<file path="config.mk">
export PLATFORM = sky130hd
export DESIGN_NAME = maxnet_result_writer
export DESIGN_NICKNAME = d
export VERILOG_FILES = /design/src/rtl/maxnet_result_writer.sv
export SDC_FILE = /design/constraint.sdc
export NUM_CORES = 1
export LEC_CHECK = 0
export CAP_MARGIN = 20
export CORE_MARGIN = 4
export CORE_UTILIZATION = 50
export CTS_BUF_LIST = sky130_fd_sc_hd__clkbuf_16
export DETAILED_ROUTE_END_ITERATION = 6
export DONT_BUFFER_PORTS = 1
export GPL_ROUTABILITY_DRIVEN = 0
export PLACE_DENSITY_LB_ADDON = 0.3
export SETUP_SLACK_MARGIN = 0.02
export SYNTH_ARGS = -nofsm -noshare
export SYNTH_HDL_FRONTEND = slang
export SYNTH_SLANG_ARGS = --single-unit
</file>
<file path="constraint.sdc">
create_clock -name clk -period 2.6 [get_ports clk]
set_input_delay 0.52 -clock clk [delete_from_list [all_inputs] [get_ports clk]]
set_output_delay 0.52 -clock clk [all_outputs]
set_load 0.1 [all_outputs]
</file>
<file path="src/rtl/maxnet_result_writer.sv">
`default_nettype none
// ============================================================================
// Module   : maxnet_result_writer
// Brief    : Captures the four Maxnet output activations into a readable
//            4x32 buffer and flags the winning (positive nonzero) neuron.
// Revision : 1.0
// ============================================================================
module maxnet_result_writer (
    input  logic        clk,
    input  logic        rst,
    input  logic        start_i,
    input  logic        wr_valid_i,
    input  logic [31:0] wr_data_i,
    output logic        wr_ready_o,
    input  logic [1:0]  address_i,
    output logic [31:0] read_data_o,
    output logic [2:0]  count_o,
    output logic        done_o,
    output logic        winner_valid_o,
    output logic [1:0]  winner_idx_o,
    output logic        multi_winner_o
);

    localparam logic [1:0] C_ST_IDLE    = 2'd0;
    localparam logic [1:0] C_ST_COLLECT = 2'd1;
    localparam logic [1:0] C_ST_DONE    = 2'd2;

    logic [1:0]  state_q, state_d;
    logic [1:0]  ptr_q, ptr_d;
    logic [2:0]  count_q, count_d;
    logic        done_q, done_d;
    logic        wvalid_q, wvalid_d;
    logic [1:0]  widx_q, widx_d;
    logic        multi_q, multi_d;
    logic [31:0] buf_q [4];
    logic [31:0] buf_d [4];

    logic w_accept;
    logic w_positive;

    assign wr_ready_o = (state_q == C_ST_COLLECT);
    assign w_accept   = wr_valid_i && wr_ready_o;
    // Both signed zeros are excluded; the sign bit alone rejects negatives.
    assign w_positive = !wr_data_i[31] && (wr_data_i[30:0] != 31'd0);

    always_comb begin
        state_d  = state_q;
        ptr_d    = ptr_q;
        count_d  = count_q;
        done_d   = done_q;
        wvalid_d = wvalid_q;
        widx_d   = widx_q;
        multi_d  = multi_q;
        for (int i = 0; i < 4; i++) begin
            buf_d[i] = buf_q[i];
        end

        if (start_i) begin
            // start overrides any write presented in the same cycle
            state_d  = C_ST_COLLECT;
            ptr_d    = 2'd0;
            count_d  = 3'd0;
            done_d   = 1'b0;
            wvalid_d = 1'b0;
            widx_d   = 2'd0;
            multi_d  = 1'b0;
            for (int i = 0; i < 4; i++) begin
                buf_d[i] = 32'd0;
            end
        end else if (w_accept) begin
            buf_d[ptr_q] = wr_data_i;
            ptr_d        = ptr_q + 2'd1;
            count_d      = count_q + 3'd1;
            if (w_positive) begin
                if (!wvalid_q) begin
                    wvalid_d = 1'b1;
                    widx_d   = ptr_q;
                end else begin
                    multi_d  = 1'b1;
                end
            end
            if (ptr_q == 2'd3) begin
                state_d = C_ST_DONE;
                done_d  = 1'b1;
            end
        end
    end

    always_ff @(posedge clk) begin
        if (rst) begin
            state_q  <= C_ST_IDLE;
            ptr_q    <= 2'd0;
            count_q  <= 3'd0;
            done_q   <= 1'b0;
            wvalid_q <= 1'b0;
            widx_q   <= 2'd0;
            multi_q  <= 1'b0;
            for (int i = 0; i < 4; i++) begin
                buf_q[i] <= 32'd0;
            end
        end else begin
            state_q  <= state_d;
            ptr_q    <= ptr_d;
            count_q  <= count_d;
            done_q   <= done_d;
            wvalid_q <= wvalid_d;
            widx_q   <= widx_d;
            multi_q  <= multi_d;
            for (int i = 0; i < 4; i++) begin
                buf_q[i] <= buf_d[i];
            end
        end
    end

    assign read_data_o    = buf_q[address_i];
    assign count_o        = count_q;
    assign done_o         = done_q;
    assign winner_valid_o = wvalid_q;
    assign winner_idx_o   = widx_q;
    assign multi_winner_o = multi_q;

endmodule
`default_nettype wire
</file>
# [Word level (Yosys, flattened, before mapping)]
# Memory sizes are Yosys's and may differ from the RTL's.
# Cells that the tools add are included.
[classes] add_sub_neg=2 mul=0 n_div=0 order_cmp=2 eq_ne=2 shift=0 mux=15 bitwise_logic=6 reduce_logical=13
[ops] cell="$mux 128" count=2
[ops] cell="$mux 32" count=5
[ops] cell="$bwmux 128" count=1
[ops] cell="$demux 32 s2" count=1
[ops] cell="$reduce_bool 31->1" count=1
[ops] cell="$mux 1" count=6
[ops] cell="$reduce_and 2->1" count=3
[ops] cell="$reduce_and 3->1" count=2
[ops] cell="$or 1x1->1" count=4
[ops] cell="$reduce_bool 2->1" count=2
[ops] cell="$add 3x1->3 const B" count=1
[ops] cell="$ge 3x3->1 const B" count=1
[ops] cell="$logic_and 1x1->1" count=3
[ops] cell="$lt 3x1->1 const B" count=1
[ops] cell="$not 2->3" count=1
[ops] cell="$add 2x1->2 const B" count=1
[ops] cell="$eq 2x1->1 const B" count=1
[ops] cell="$eq 2x2->1 const B" count=1
[ops] cell="$reduce_or 2->1" count=1
[ops] cell="$logic_not 1->1" count=1
[ops] cell="$not 1->1" count=1
[word_totals] ff_bits=11 latchBits=0 mem_bits_rw=128 romBits=0 input_bits=38 out_inout_bits=41 word_cells=48 mem_count=1
[memory_table] memory="buf_q" depth=4 width=32 rd=5 rd_clocked_by_memory_dff=0 wr=4 line_no="35" source="logic [31:0] buf_q [4];"

# [Logic depth before layout (Yosys ltp)]
# Gate-level depths: netlist of run 1.
[logic_depth] word_depth=9 mapped_depth=7 depth_no_buf=5

# [Worst setup path before layout of run 1]
# Ideal clock, no wire load.
[synth_timing] kind="register to output" startpoint="reg done_o (netlist name)" endpoint="out wr_ready_o" arrival_time_ns=2.132 setup_slack_ns=-0.052 stages_incl_launch_ff=2 path_buffers=0 cell_sequence="dfxtp_1 -> nor2b_1"
[synth_lines] item="end, declared" line_no="14" source="output logic wr_ready_o,"

==> results of run 1 <==
flip-flops by register name (all words and copies together) (netlist names):
signal          count
state_q             1
done_o              1
multi_winner_o      1
winner_valid_o      1
ptr_q               2
winner_idx_o        2
buf_q             128
count_o             3
metrics by stage:
step	instances	power (mW)	setup WS, ns
after floorplan	665	2.366	0.2995
after global placement	777	2.364	0.7083
after detailed placement	777	2.368	0.6477
after CTS	809	4.593	0.5772
after global routing	809	4.715	0.5468
final	809	4.561	0.5969
power by group through the flow:
| stage | sequential [mW] | clock (mW) | combinational [mW] |
|---|---|---|---|
| final | 2.15 | 2.24 | 0.173 |
| after global routing | 2.15 | 2.38 | 0.184 |
| after CTS | 2.15 | 2.27 | 0.173 |
| after detailed placement | 2.20 | 0 | 0.173 |
| after global placement | 2.19 | 0 | 0.169 |
| after floorplan | 2.20 | 0 | 0.165 |
metal layers:
layer,part of all wire,up-vias
met5,0,-
met4,0.016,0
met3,0.083,18
met2,0.50,178
met1,0.40,2139
li1,-,2202
placed cells by master, fill, tap and decap left out, types with 5 or more instances in the layout:
master / netlist / layout
a21oi_1: 131 / 131
buf_4: 22 / 20
clkbuf_16: 0 / 17
dfxtp_1: 139 / 139
ha_1: 5 / 5
inv_1: 3 / 7
mux4_2: 32 / 32
nand2_1: 263 / 263
nor2_1: 10 / 10
nor4_1: 7 / 7
worst paths after layout:
check	end	slack (ns)	cells after the start
max	read_data_o[13]	0.60	1
min	state_q[0]	0.18	1
max reg2reg	buf_q[2][2]	0.85	4
min reg2reg	buf_q[3][2]	0.45	2
logic make-up (layout without fill, tap and decap cells):
group,after synthesis,in the layout,synth area share
AOI/OAI and AO/OA,134,134,0.1174
adders and majority gates,5,5,0.01079
DFF,139,139,0.4798
and+or+nand+nor,294,294,0.2000
xor gates and xnor gates,3,3,0.004532
buffers and inverters,55,56,0.05804
muxes,35,35,0.1294
cell type report:
type / count / area share
sequential: 139 / 0.4368
multi-input combinational: 471 / 0.4214
clock buffer: 17 / 0.06677
tap: 143 / 0.02808
timing repair buffer: 21 / 0.02671
clock inverter: 15 / 0.01846
inverter: 3 / 0.001767
==> results.cfg, run 1 <==
[clock_network]
cts_buffers = 17
clock_sinks = 139
cts_tree = built
clock_latency_ns = 0.41
post_cts_buffers = 0
root_buffer = clkbuf_16
ctsHoldBuffers = 0
cts_resized = 0
htreeDepth = 4
cts_max_path_buffers = 2
clkTransAtPathRegs_ns = 0.05

[floorplanning]
io_pins = 79
die_h_microns = 115.7
die-area_sq_um = 13390
num_rows = 39
start_util = 0.5101
core_sq_um = 11370
fp.dieW_microns = 115.7

[yosys]
yosysTopAreaCellShare = 0.4798
synth_edf_count = 0
synth_seq_cells = 139
synth_common_cells = nand2_1 (263), dfxtp_1 (139), a21oi_1 (131), mux4_2 (32), buf_4 (22)
ys_async_sr_fraction = 0
syn_area_sq_um = 5799
syn_area_per_cell_sq_um = 8.721
yosysMostFrequentCell = nand2_1
synthTopCellsByArea = dfxtp_1 (48%), nand2_1 (17%), mux4_2 (12%)
synth.net_count = 708
synth-seq-area-share = 0.4798
synthCells = 665
yosys.area.top_type = dfxtp_1
synthFlopType = dfxtp_1
yosysUniqueCellTypes = 26
synth_warnings = 0

[min_path]
hp-start = rst
hold_path.class = input pin to flop

[global_route]
overflow = 0
grt_pass1_vias = 4500
antenna_found_initial = 0
grt_max_degree = 62
grt_first_pass_wirelength_microns = 23540
grt_use_total = 0.2295
grt.met3_usage = 0.07102
use_met2 = 0.3839
met1_usage = 0.2788
top_usage_layer = met2

[detailed_routing]
ant_nets = 0
routed_via_density = 5.608
drt-initial-drc-count = 397
wl_per_cell_microns = 17.98
via_count = 4537
drt_first_pass_iters = 4
drc = 0
wl_microns = 14550

[placed_design]
dpl.hpwl_microns = 8868
numPortBuffers = 0
place_area_sq_um = 5828

[layout]
multi_input_area_sq_um = 2685
final_util = 0.5604
nNetsFinal = 696
postLayoutCellArea_sq_um = 6371
fillers = 1011
area_growth_pct = 9.860
regArea_sq_um = 2783
diodes = 0
drive_gt1_frac = 0.1261

[setup_path]
slowest_delay_ns = 0.74
crit_arrival_ns = 1.48
cp_slowest_cell = mux4_2
endpoint_kind = output pin
cp_num_buf_inv = 0
critPathMaxFanout = 2
cp_top_family = multiplexers
worstPathRequired_ns = 2.08
r2r-start = state_q[0]
path_cells = mux4_2
start_kind = flop
path_class = flop to output pin
critical_path.startpoint = buf_q[0][13]

[sta]
hold_viol_final = 0
setup_viol = 0
fin_tns_setup_ns = 0
rsz0062_at_grt = no
worst_pin_slew_ns = 0.7921
drv_slew = 0
slew-limit-headroom = 0.4701
fin_skew_ns = 0.007116
fin_crit_sh = 0.7704
period_needed_ns = 2.003
hold-worst-slack_ns = 0.1795
fmax_ghz = 0.4992

[run]
cap_violations = 0

[power]
comb_power_share = 0.038
ir_drop_mv = 0.4355
p_per_area_nw_per_um2 = 715.9
seqPwrFrac = 0.471
p_sw_frac = 0.2171
total_leakage_power_nw = 2.049
internal_power_mw = 3.571
power_frac_clock = 0.491
p_sw_mw = 0.9903

[status]
status = finished clean
No activity file was read; power rests on OpenSTA's default activity.
==> run 2: changes to the inputs <==
Clock period 2.6 ns to 2.1 ns, I/O delays scaled along.
==> results.cfg, run 2 (synthesized netlist as in run 1, its figures left out) <==
[min_path]
hold_path_depth = 1
hold_path.class = input pin to flop
hold_end = state_q[0]
hp-start = rst

[sta]
slew-limit-headroom = 0.5993
fin_tns_setup_ns = 0
hold_viol_final = 0
fin_ws_ns = 0.1866
setup_viol = 0
worst_pin_slew_ns = 0.6010
period_needed_ns = 1.913
fmax_ghz = 0.5226
rsz0062_at_grt = no
drv_slew = 0
fin_skew_ns = 0.006606
fin_crit_sh = 0.9112

[power]
internal_power_mw = 4.423
p_sw_frac = 0.2156
seqPwrFrac = 0.472
power_mw = 5.639
p_sw_mw = 1.216
power_frac_clock = 0.489
ir_drop_mv = 0.5903
total_leakage_power_nw = 2.074
comb_power_share = 0.039
p_per_area_nw_per_um2 = 875.2

[detailed_routing]
wl_microns = 14600
wl_per_cell_microns = 17.96
via_count = 4589
drt-initial-drc-count = 497
routed_via_density = 5.645
drt_first_pass_iters = 5
drc = 0
ant_nets = 0

[clock_network]
post_cts_buffers = 0
clock_sinks = 139
htreeDepth = 4
cts_buffers = 17
clkTransAtPathRegs_ns = 0.06
cts_tree = built
cts_max_path_buffers = 2
ctsHoldBuffers = 0
root_buffer = clkbuf_16
cts_resized = 0
clock_latency_ns = 0.42

[layout]
diodes = 0
nNetsFinal = 703
area_growth_pct = 11.09
drive_gt1_frac = 0.1358
largest_reg_flops = 128
layout_commonest_cell = nand2_1
postLayoutCellArea_sq_um = 6442
regMostFlops = buf_q
fin_cells = 813
layout_common_cells = nand2_1 (263), dfxtp_1 (139), a21oi_1 (131), mux4_2 (32), buf_4 (25)

[placed_design]
place_area_sq_um = 5906
dp.cells = 784
preCtsSetupSlack_ns = 0.4056
dpl.hpwl_microns = 9305
numPortBuffers = 0

[setup_path]
cp_slowest_cell = mux4_2
path_class = flop to output pin
cp_top_family = multiplexers
worstPathRequired_ns = 1.68
path_cells = mux4_2
reg2reg_depth = 5
regToRegEndpoint = buf_q[1][5]
cp_num_buf_inv = 0
endpoint_kind = output pin
start_kind = flop
r2r_slack_ns = 0.49
slowest_delay_ns = 0.76
r2r-start = done_o
critPathMaxFanout = 2
crit_arrival_ns = 1.49

[floorplanning]
io_pins = 79
die_h_microns = 115.7
num_rows = 39
core_sq_um = 11370
start_util = 0.5101
fp.dieW_microns = 115.7
die-area_sq_um = 13390

[global_route]
grt_max_degree = 57
antenna_found_initial = 0
grt_first_pass_wirelength_microns = 23510
grt_pass1_vias = 4633
grt_use_total = 0.2295
overflow = 0

[status]
status = finished clean

[run]
cap_violations = 0
[run 2: cell count changes in the layout (fill, tap and decap cells not counted)]
cell / previous run / this run
buf_4: 20 / 25
buf_12: 1 / 3
clkinv_2: 4 / 2
clkinvlp_4: 1 / 3
inv_1: 7 / 5
clkinv_1: 4 / 3
[run 2: how the worst max path moves through the flow]
stage	from	end	cells past startpoint
2_1_floorplan	done_o	wr_ready_o	1
3_3_place_gp	wr_data_i[15]	winner_idx_o[1]	4
3_5_place_dp	wr_valid_i	buf_q[0][10]	6
4_1_cts	buf_q[3][27]	read_data_o[27]	1
5_1_grt	buf_q[3][31]	read_data_o[31]	1
6_report	buf_q[3][25]	read_data_o[25]	1
[run 2: through the flow]
step	hold WS (ns)	utilization
after floorplan	0.4331	-
after CTS	0.05877	0.5666
after global routing	0.06074	0.5666
after global placement	0.4380	0.5194
final	0.07335	0.5666
after detailed placement	0.4444	0.5194
[run 2: metal layers]
metal  routed length [microns]  part of all wire  vias up  track usage
met3                      1181             0.081       19      0.07676
li1                          -                 -     2216            -
met2                      7391              0.51      149       0.3943
met1                      5852              0.40     2205       0.2729
met5                         0                 0        -            0
met4                       176             0.012        0      0.07193
[run 2: cell type report]
type                            count  area, sq um
Timing Repair Buffer               28        247.7
Inverter                            3        11.26
Sequential cell                   139         2783
Clock inverter                     12        111.4
Multi-Input combinational cell    471         2685
Fill cell                        1011         4927
Clock buffer                       17        425.4
Tap cell                          143        178.9
[run 2: power by group through the flow]
stage	clock network [mW]	logic [mW]	registers [mW]
3_5_place_dp	0	0.219	2.72
3_3_place_gp	0	0.216	2.72
6_report	2.76	0.219	2.66
5_1_grt	2.92	0.234	2.66
4_1_cts	2.80	0.220	2.66
2_1_floorplan	0	0.205	2.72
